==> src/rtl/seek_ctl_pkg.sv <==
// Shared encodings for the floppy seek controller.
// Holds CMD_MODE codes and the seek state machine encoding.
package seek_ctl_pkg;

    localparam logic [1:0] MODE_REL   = 2'b00;
    localparam logic [1:0] MODE_ABS   = 2'b01;
    localparam logic [1:0] MODE_RECAL = 2'b10;

    typedef enum logic [2:0] {
        ST_IDLE,
        ST_CHECK,
        ST_PULSE,
        ST_GAP,
        ST_SETTLE
    } state_t;

endpackage

==> src/rtl/step_timer.sv <==
// Loadable down-counter; expired is high while the count is zero.
// Ports: clk, reset (sync, high), load/value, enable, expired.
module step_timer #(
    parameter int W = 16
) (
    input  logic         clk,
    input  logic         reset,
    input  logic         load,
    input  logic [W-1:0] value,
    input  logic         enable,
    output logic         expired
);

    logic [W-1:0] count;

    always_ff @(posedge clk) begin
        if (reset) begin
            count <= '0;
        end else if (load) begin
            count <= value;
        end else if (enable && count != '0) begin
            count <= count - W'(1);
        end
    end

    assign expired = (count == '0);

endmodule

==> src/rtl/seek_controller.sv <==
// Floppy head seek controller: relative/absolute/recalibrate seeks.
// Inputs: CLK, RESET, CMD_*, STEP_PERIOD, PULSE_WIDTH, SETTLE_TIME,
//   ABORT, TRACK0_IN. Outputs: STEP_OUT_n, DIR_OUT, BUSY, DONE, ERR,
//   TRACK0_HIT, CUR_TRACK, TRACK_VALID.
// Macro SEEK_SETTLE_EN: honour SETTLE_TIME after a seek that stepped.
module seek_controller
    import seek_ctl_pkg::*;
#(
    parameter int STEP_BITS = 8,
    parameter int RATE_BITS = 16,
    parameter int PW_BITS   = 8
) (
    input  logic                 CLK,
    input  logic                 RESET,
    input  logic                 CMD_WRITE,
    input  logic [1:0]           CMD_MODE,
    input  logic                 CMD_DIR,
    input  logic [STEP_BITS-1:0] CMD_COUNT,
    input  logic [RATE_BITS-1:0] STEP_PERIOD,
    input  logic [PW_BITS-1:0]   PULSE_WIDTH,
    input  logic [RATE_BITS-1:0] SETTLE_TIME,
    input  logic                 ABORT,
    input  logic                 TRACK0_IN,
    output logic                 STEP_OUT_n,
    output logic                 DIR_OUT,
    output logic                 BUSY,
    output logic                 DONE,
    output logic                 ERR,
    output logic                 TRACK0_HIT,
    output logic [STEP_BITS-1:0] CUR_TRACK,
    output logic                 TRACK_VALID
);

    localparam int XW = RATE_BITS + 2;

    state_t               state;
    logic [STEP_BITS-1:0] remaining;
    logic                 recal;
    logic                 stepped;
    logic [PW_BITS-1:0]   pw_q;
    logic [RATE_BITS-1:0] period_q;

    logic [PW_BITS-1:0]   pw_eff;
    logic [XW-1:0]        period_x;
    logic [XW-1:0]        pw_x;
    logic [RATE_BITS-1:0] pulse_load;
    logic [RATE_BITS-1:0] gap_load;

    logic                 t_load;
    logic [RATE_BITS-1:0] t_value;
    logic                 t_en;
    logic                 t_expired;
    logic                 s_load;
    logic [RATE_BITS-1:0] s_value;
    logic                 s_en;
    logic                 s_expired;

`ifdef SEEK_SETTLE_EN
    logic [RATE_BITS-1:0] settle_q;
`else
    // SETTLE_TIME is accepted but has no effect in this build.
    logic settle_unused;
    assign settle_unused = ^SETTLE_TIME;
`endif

    assign pw_eff   = (pw_q == '0) ? PW_BITS'(1) : pw_q;
    assign period_x = XW'(period_q);
    assign pw_x     = XW'(pw_eff);

    // Timer counts to zero, so load N-1 for an N-cycle interval.
    assign pulse_load = RATE_BITS'(pw_eff - PW_BITS'(1));

    // Fall-to-fall = pulse + gap + one CHECK cycle; gap is at least 1.
    assign gap_load =
        (period_x > pw_x + XW'(1)) ?
        RATE_BITS'(period_x - pw_x - XW'(2)) : '0;

    always_comb begin
        t_load  = 1'b0;
        t_value = pulse_load;
        if (state == ST_CHECK) begin
            t_load = 1'b1;
        end else if (state == ST_PULSE && t_expired) begin
            t_load  = 1'b1;
            t_value = gap_load;
        end
    end

    assign t_en   = (state == ST_PULSE) || (state == ST_GAP);
    assign s_load = (state == ST_CHECK);
    assign s_en   = (state == ST_SETTLE);

`ifdef SEEK_SETTLE_EN
    assign s_value = (stepped && settle_q != '0) ?
                     settle_q - RATE_BITS'(1) : '0;
`else
    assign s_value = '0;
`endif

    step_timer #(.W(RATE_BITS)) u_step_tmr (
        .clk     (CLK),
        .reset   (RESET),
        .load    (t_load),
        .value   (t_value),
        .enable  (t_en),
        .expired (t_expired)
    );

    step_timer #(.W(RATE_BITS)) u_settle_tmr (
        .clk     (CLK),
        .reset   (RESET),
        .load    (s_load),
        .value   (s_value),
        .enable  (s_en),
        .expired (s_expired)
    );

    assign BUSY = (state != ST_IDLE);

    always_ff @(posedge CLK) begin
        if (RESET) begin
            state       <= ST_IDLE;
            STEP_OUT_n  <= 1'b1;
            DIR_OUT     <= 1'b1;
            DONE        <= 1'b0;
            ERR         <= 1'b0;
            TRACK0_HIT  <= 1'b0;
            CUR_TRACK   <= '0;
            TRACK_VALID <= 1'b0;
            remaining   <= '0;
            recal       <= 1'b0;
            stepped     <= 1'b0;
            pw_q        <= '0;
            period_q    <= '0;
`ifdef SEEK_SETTLE_EN
            settle_q    <= '0;
`endif
        end else begin
            DONE <= 1'b0;
            if (state != ST_IDLE && ABORT) begin
                state      <= ST_IDLE;
                STEP_OUT_n <= 1'b1;
                DONE       <= 1'b1;
                ERR        <= 1'b1;
                // Half-issued step: head position is now unknown.
                if (state == ST_PULSE) begin
                    TRACK_VALID <= 1'b0;
                end
            end else begin
                case (state)
                    ST_IDLE: begin
                        if (CMD_WRITE && !ABORT) begin
                            ERR        <= 1'b0;
                            TRACK0_HIT <= 1'b0;
                            pw_q       <= PULSE_WIDTH;
                            period_q   <= STEP_PERIOD;
`ifdef SEEK_SETTLE_EN
                            settle_q   <= SETTLE_TIME;
`endif
                            stepped    <= 1'b0;
                            recal      <= (CMD_MODE == MODE_RECAL);
                            state      <= ST_CHECK;
                            case (CMD_MODE)
                                MODE_ABS: begin
                                    if (!TRACK_VALID) begin
                                        ERR       <= 1'b1;
                                        DONE      <= 1'b1;
                                        remaining <= '0;
                                        state     <= ST_IDLE;
                                    end else if (CMD_COUNT > CUR_TRACK) begin
                                        DIR_OUT   <= 1'b0;
                                        remaining <= CMD_COUNT - CUR_TRACK;
                                    end else if (CMD_COUNT < CUR_TRACK) begin
                                        DIR_OUT   <= 1'b1;
                                        remaining <= CUR_TRACK - CMD_COUNT;
                                    end else begin
                                        // Already there: inward so the
                                        // track-0 guard cannot fire.
                                        DIR_OUT   <= 1'b0;
                                        remaining <= '0;
                                    end
                                end
                                MODE_RECAL: begin
                                    DIR_OUT   <= 1'b1;
                                    remaining <= '1;
                                end
                                default: begin
                                    DIR_OUT   <= CMD_DIR;
                                    remaining <= CMD_COUNT;
                                end
                            endcase
                        end
                    end
                    ST_CHECK: begin
                        if (DIR_OUT && TRACK0_IN) begin
                            TRACK0_HIT  <= 1'b1;
                            CUR_TRACK   <= '0;
                            TRACK_VALID <= 1'b1;
                            state       <= ST_SETTLE;
                        end else if (remaining == '0) begin
                            // Recal ran out of steps without track 0.
                            if (recal) begin
                                ERR         <= 1'b1;
                                TRACK_VALID <= 1'b0;
                            end
                            state <= ST_SETTLE;
                        end else begin
                            STEP_OUT_n <= 1'b0;
                            stepped    <= 1'b1;
                            state      <= ST_PULSE;
                        end
                    end
                    ST_PULSE: begin
                        if (t_expired) begin
                            STEP_OUT_n <= 1'b1;
                            if (remaining != '0) begin
                                remaining <= remaining - STEP_BITS'(1);
                            end
                            if (DIR_OUT) begin
                                if (CUR_TRACK != '0) begin
                                    CUR_TRACK <= CUR_TRACK - STEP_BITS'(1);
                                end
                            end else if (CUR_TRACK != '1) begin
                                CUR_TRACK <= CUR_TRACK + STEP_BITS'(1);
                            end
                            state <= ST_GAP;
                        end
                    end
                    ST_GAP: begin
                        if (t_expired) begin
                            state <= ST_CHECK;
                        end
                    end
                    ST_SETTLE: begin
                        if (s_expired) begin
                            DONE  <= 1'b1;
                            state <= ST_IDLE;
                        end
                    end
                    default: begin
                        state <= ST_IDLE;
                    end
                endcase
            end
        end
    end

endmodule

==> config.mk <==
export PLATFORM = sky130hd
export DESIGN_NAME = seek_controller
export DESIGN_NICKNAME = d
export VERILOG_FILES = /design/src/rtl/seek_ctl_pkg.sv /design/src/rtl/step_timer.sv /design/src/rtl/seek_controller.sv
export SDC_FILE = /design/constraint.sdc
export NUM_CORES = 1
export LEC_CHECK = 0
export BUFFER_PORTS_ARGS = -buffer_cell sky130_fd_sc_hd__buf_2
export CAP_MARGIN = 20
export CORE_MARGIN = 2
export CORE_UTILIZATION = 30
export CTS_CLUSTER_SIZE = 25
export DETAILED_ROUTE_END_ITERATION = 10
export GPL_TIMING_DRIVEN = 0
export HOLD_SLACK_MARGIN = 0.1
export REMOVE_ABC_BUFFERS = 1
export SYNTH_ARGS = -nofsm -noshare
export SYNTH_HDL_FRONTEND = slang
export SYNTH_SLANG_ARGS = --single-unit
export TNS_END_PERCENT = 50
==> constraint.sdc <==
create_clock -name CLK -period 7.7 [get_ports CLK]
set_clock_uncertainty 0.15 [all_clocks]
set_input_delay 0.77 -clock CLK [delete_from_list [all_inputs] [get_ports CLK]]
set_output_delay 0.77 -clock CLK [all_outputs]
set_load 0.005 [all_outputs]
==> metrics.cfg <==
[status]
status=complete, no violations

[placement]
place_inst=1142
port_buffers=54
dp_worst_setup_slack_ps=3740
gp_congestion=0.840
place_area_um2=6820
hpwl_um=12400

[sta]
final_hold_viol_count=0
hold_ws_ps=309
fin_crit_sh=0.517
period_needed_ps=3980
timing.final.ws_setup_ps=3720
fmax_mhz=251
fin_setup_tns_ps=0
worst_pin_slew_ps=1050
maxSlewHeadroom=0.299
rsz0062_at_grt=no
finalMaxSlewViolations=0
finalSetupViolations=0

[clock_tree]
cts_resized=0
htreeDepth=3
cts_buffers=9
cts_buffer_depth=2
cts_root_buffer=clkbuf_16
hold_buffers=0
cts.clk_slew.worst_paths_ps=70
clock_sinks=82
cts_tree=done
postCtsSetupBuffers=0
clock_latency_ps=350

[setup_path]
critPathSlowestCell=nor2_1
critPathLaunchType=flip-flop
crit_type=reg -> reg
cp.arrival_ps=4090
end_kind=flip-flop
crit_fanout=17
required_ps=7810
max_stage_delay_ps=800
crit_chain=or3b_1, or2_4, nor2_1, o41ai_1, nand3_1, nand2b_1, a221oi_1

[cells_and_area]
n_antenna_cell=0
final_cells=1159
drive_gt1_frac=0.102
nets=992
final_core_util=0.342
final_cell_area_um2=7120
area_growth_pct=12.7

[drt]
routed_wirelength_um=16900
detail_route.vias_per_cell=5.17
first_iter_violations=314
wire_per_inst_um=14.6
vias=5997
first_pass_iters=5
ant_nets=0
drcViolationCount=0

[yosys]
syn_inst=855
synth_seq_cells=82
synth.avg_cell_area_um2=7.39
yosys-top-cells-area=dfxtp_1 (26%), ha_1 (10%), a21oi_1 (7.5%), nand2_1 (5.8%), nor2_1 (4.9%)
netlist_area_um2=6320
ys_types=70
yosysTopAreaCellShare=0.260
ys_seq_area_frac=0.260
synth_largest_area_cell=dfxtp_1
synth_ff_type=dfxtp_1
synth-edff-count=0
synthTopCellsByCount=nand2_1 (97), a21oi_1 (95), nor2_1 (83)
yosysMostFrequentCell=nand2_1
async_flop_share=0
yosysWarnings=0

[run]
cap_violations=0

[power]
p_leak_nw=2.86
power.total_mw=1.35
ir_drop_v=0.000103
pwr_density_cell_nw_per_um2=189

[floorplan]
ios=71
dieArea_um2=22200
die_w_um=149
initial_core_util=0.304
row_count=53
die_y_um=149
core-area_um2=20800

[global_routing]
grt_pass1_wl_um=28300
grt_max_degree=57
first_global_vias=5683
grt_util_all_layers=0.157
gr-total-overflow=0
antenna_found_initial=1

[worst_hold_path]
hold_class=reg -> reg

-- critical path, delay by kind of cell (launching register included) --
kind	cells	cell delay, ps
flip-flops	1	580
AO/OA/AOI/OAI	2	600
AND/OR/NAND/NOR	5	2540
-- final timing paths --
check                                      endpoint        start  depth (start not counted)  slack, ps
worst max-delay path            u_step_tmr.count[0]     state[1]                          7       3720
worst min register to register          period_q[0]  period_q[0]                          2        310
worst max register to register  u_step_tmr.count[0]     state[1]                          7       3720
worst min-delay path                    period_q[0]  period_q[0]                          2        310
-- report_power, final --
group / switching (mW) / internal (mW)
Clock: 0.203 / 0.224
Sequential: 0.0356 / 0.449
Combinational: 0.257 / 0.180
Total: 0.496 / 0.854
-- cells in the final DEF (no fill, tap or decap), drive strengths merged, types with 5 or more instances in the layout --
| cell type | netlist | layout |
|---|---|---|
| nand3 | 22 | 22 |
| buf | 6 | 58 |
| clkbuf | 39 | 9 |
| nor3 | 29 | 29 |
| and2 | 6 | 6 |
| o21ai | 45 | 45 |
| nand2 | 97 | 97 |
| or2 | 7 | 7 |
| a31oi | 6 | 6 |
| nor4 | 11 | 11 |
| a211oi | 12 | 12 |
| and3 | 5 | 5 |
| nor2 | 83 | 83 |
| o21a | 7 | 7 |
| a21oi | 95 | 95 |
| o21bai | 6 | 6 |
| nand4 | 13 | 13 |
| xor2 | 28 | 28 |
| or4 | 7 | 7 |
| o211ai | 6 | 6 |
| ha | 53 | 53 |
| nor2b | 6 | 6 |
| or3 | 13 | 13 |
| a21o | 10 | 10 |
| inv | 61 | 65 |
| dfxtp | 82 | 82 |
| xnor2 | 27 | 27 |
-- layer usage --
layer	wire, um	vias to the layer above	track usage
met3	804	15	0.0318
met4	174	2	0.0429
met2	7680	114	0.258
met1	8270	2793	0.210
met5	13	-	0
li1	-	3073	-
-- logic make-up after synthesis --
kind of cell	synth area share
AOI/OAI and AO/OA	0.233
xor gates and xnor gates	0.0762
adders and majority gates	0.118
buffers and inverters	0.0641
DFF	0.260
muxes	0.00337
and+or+nand+nor	0.246
-- registers in the layout, summed over array words and instances, names as in the netlist --
signal / count
state: 3
pw_q: 8
ERR: 1
STEP_OUT_n: 1
DONE: 1
TRACK_VALID: 1
recal: 1
period_q: 16
remaining: 8
TRACK0_HIT: 1
CUR_TRACK: 8
u_step_tmr.count: 16
DIR_OUT: 1
u_settle_tmr.count: 16
-- layout make-up --
| type | instances | area (um2) |
|---|---|---|
| sequential | 82 | 1640 |
| timing repair buffer | 58 | 350 |
| inverter | 61 | 229 |
| multi-input combinational | 667 | 4280 |
| clock buffer | 9 | 225 |
| fill | 2293 | 13700 |
| clock inverter | 7 | 58.8 |
| tap | 275 | 344 |
Power figures use the tool's default switching activity.
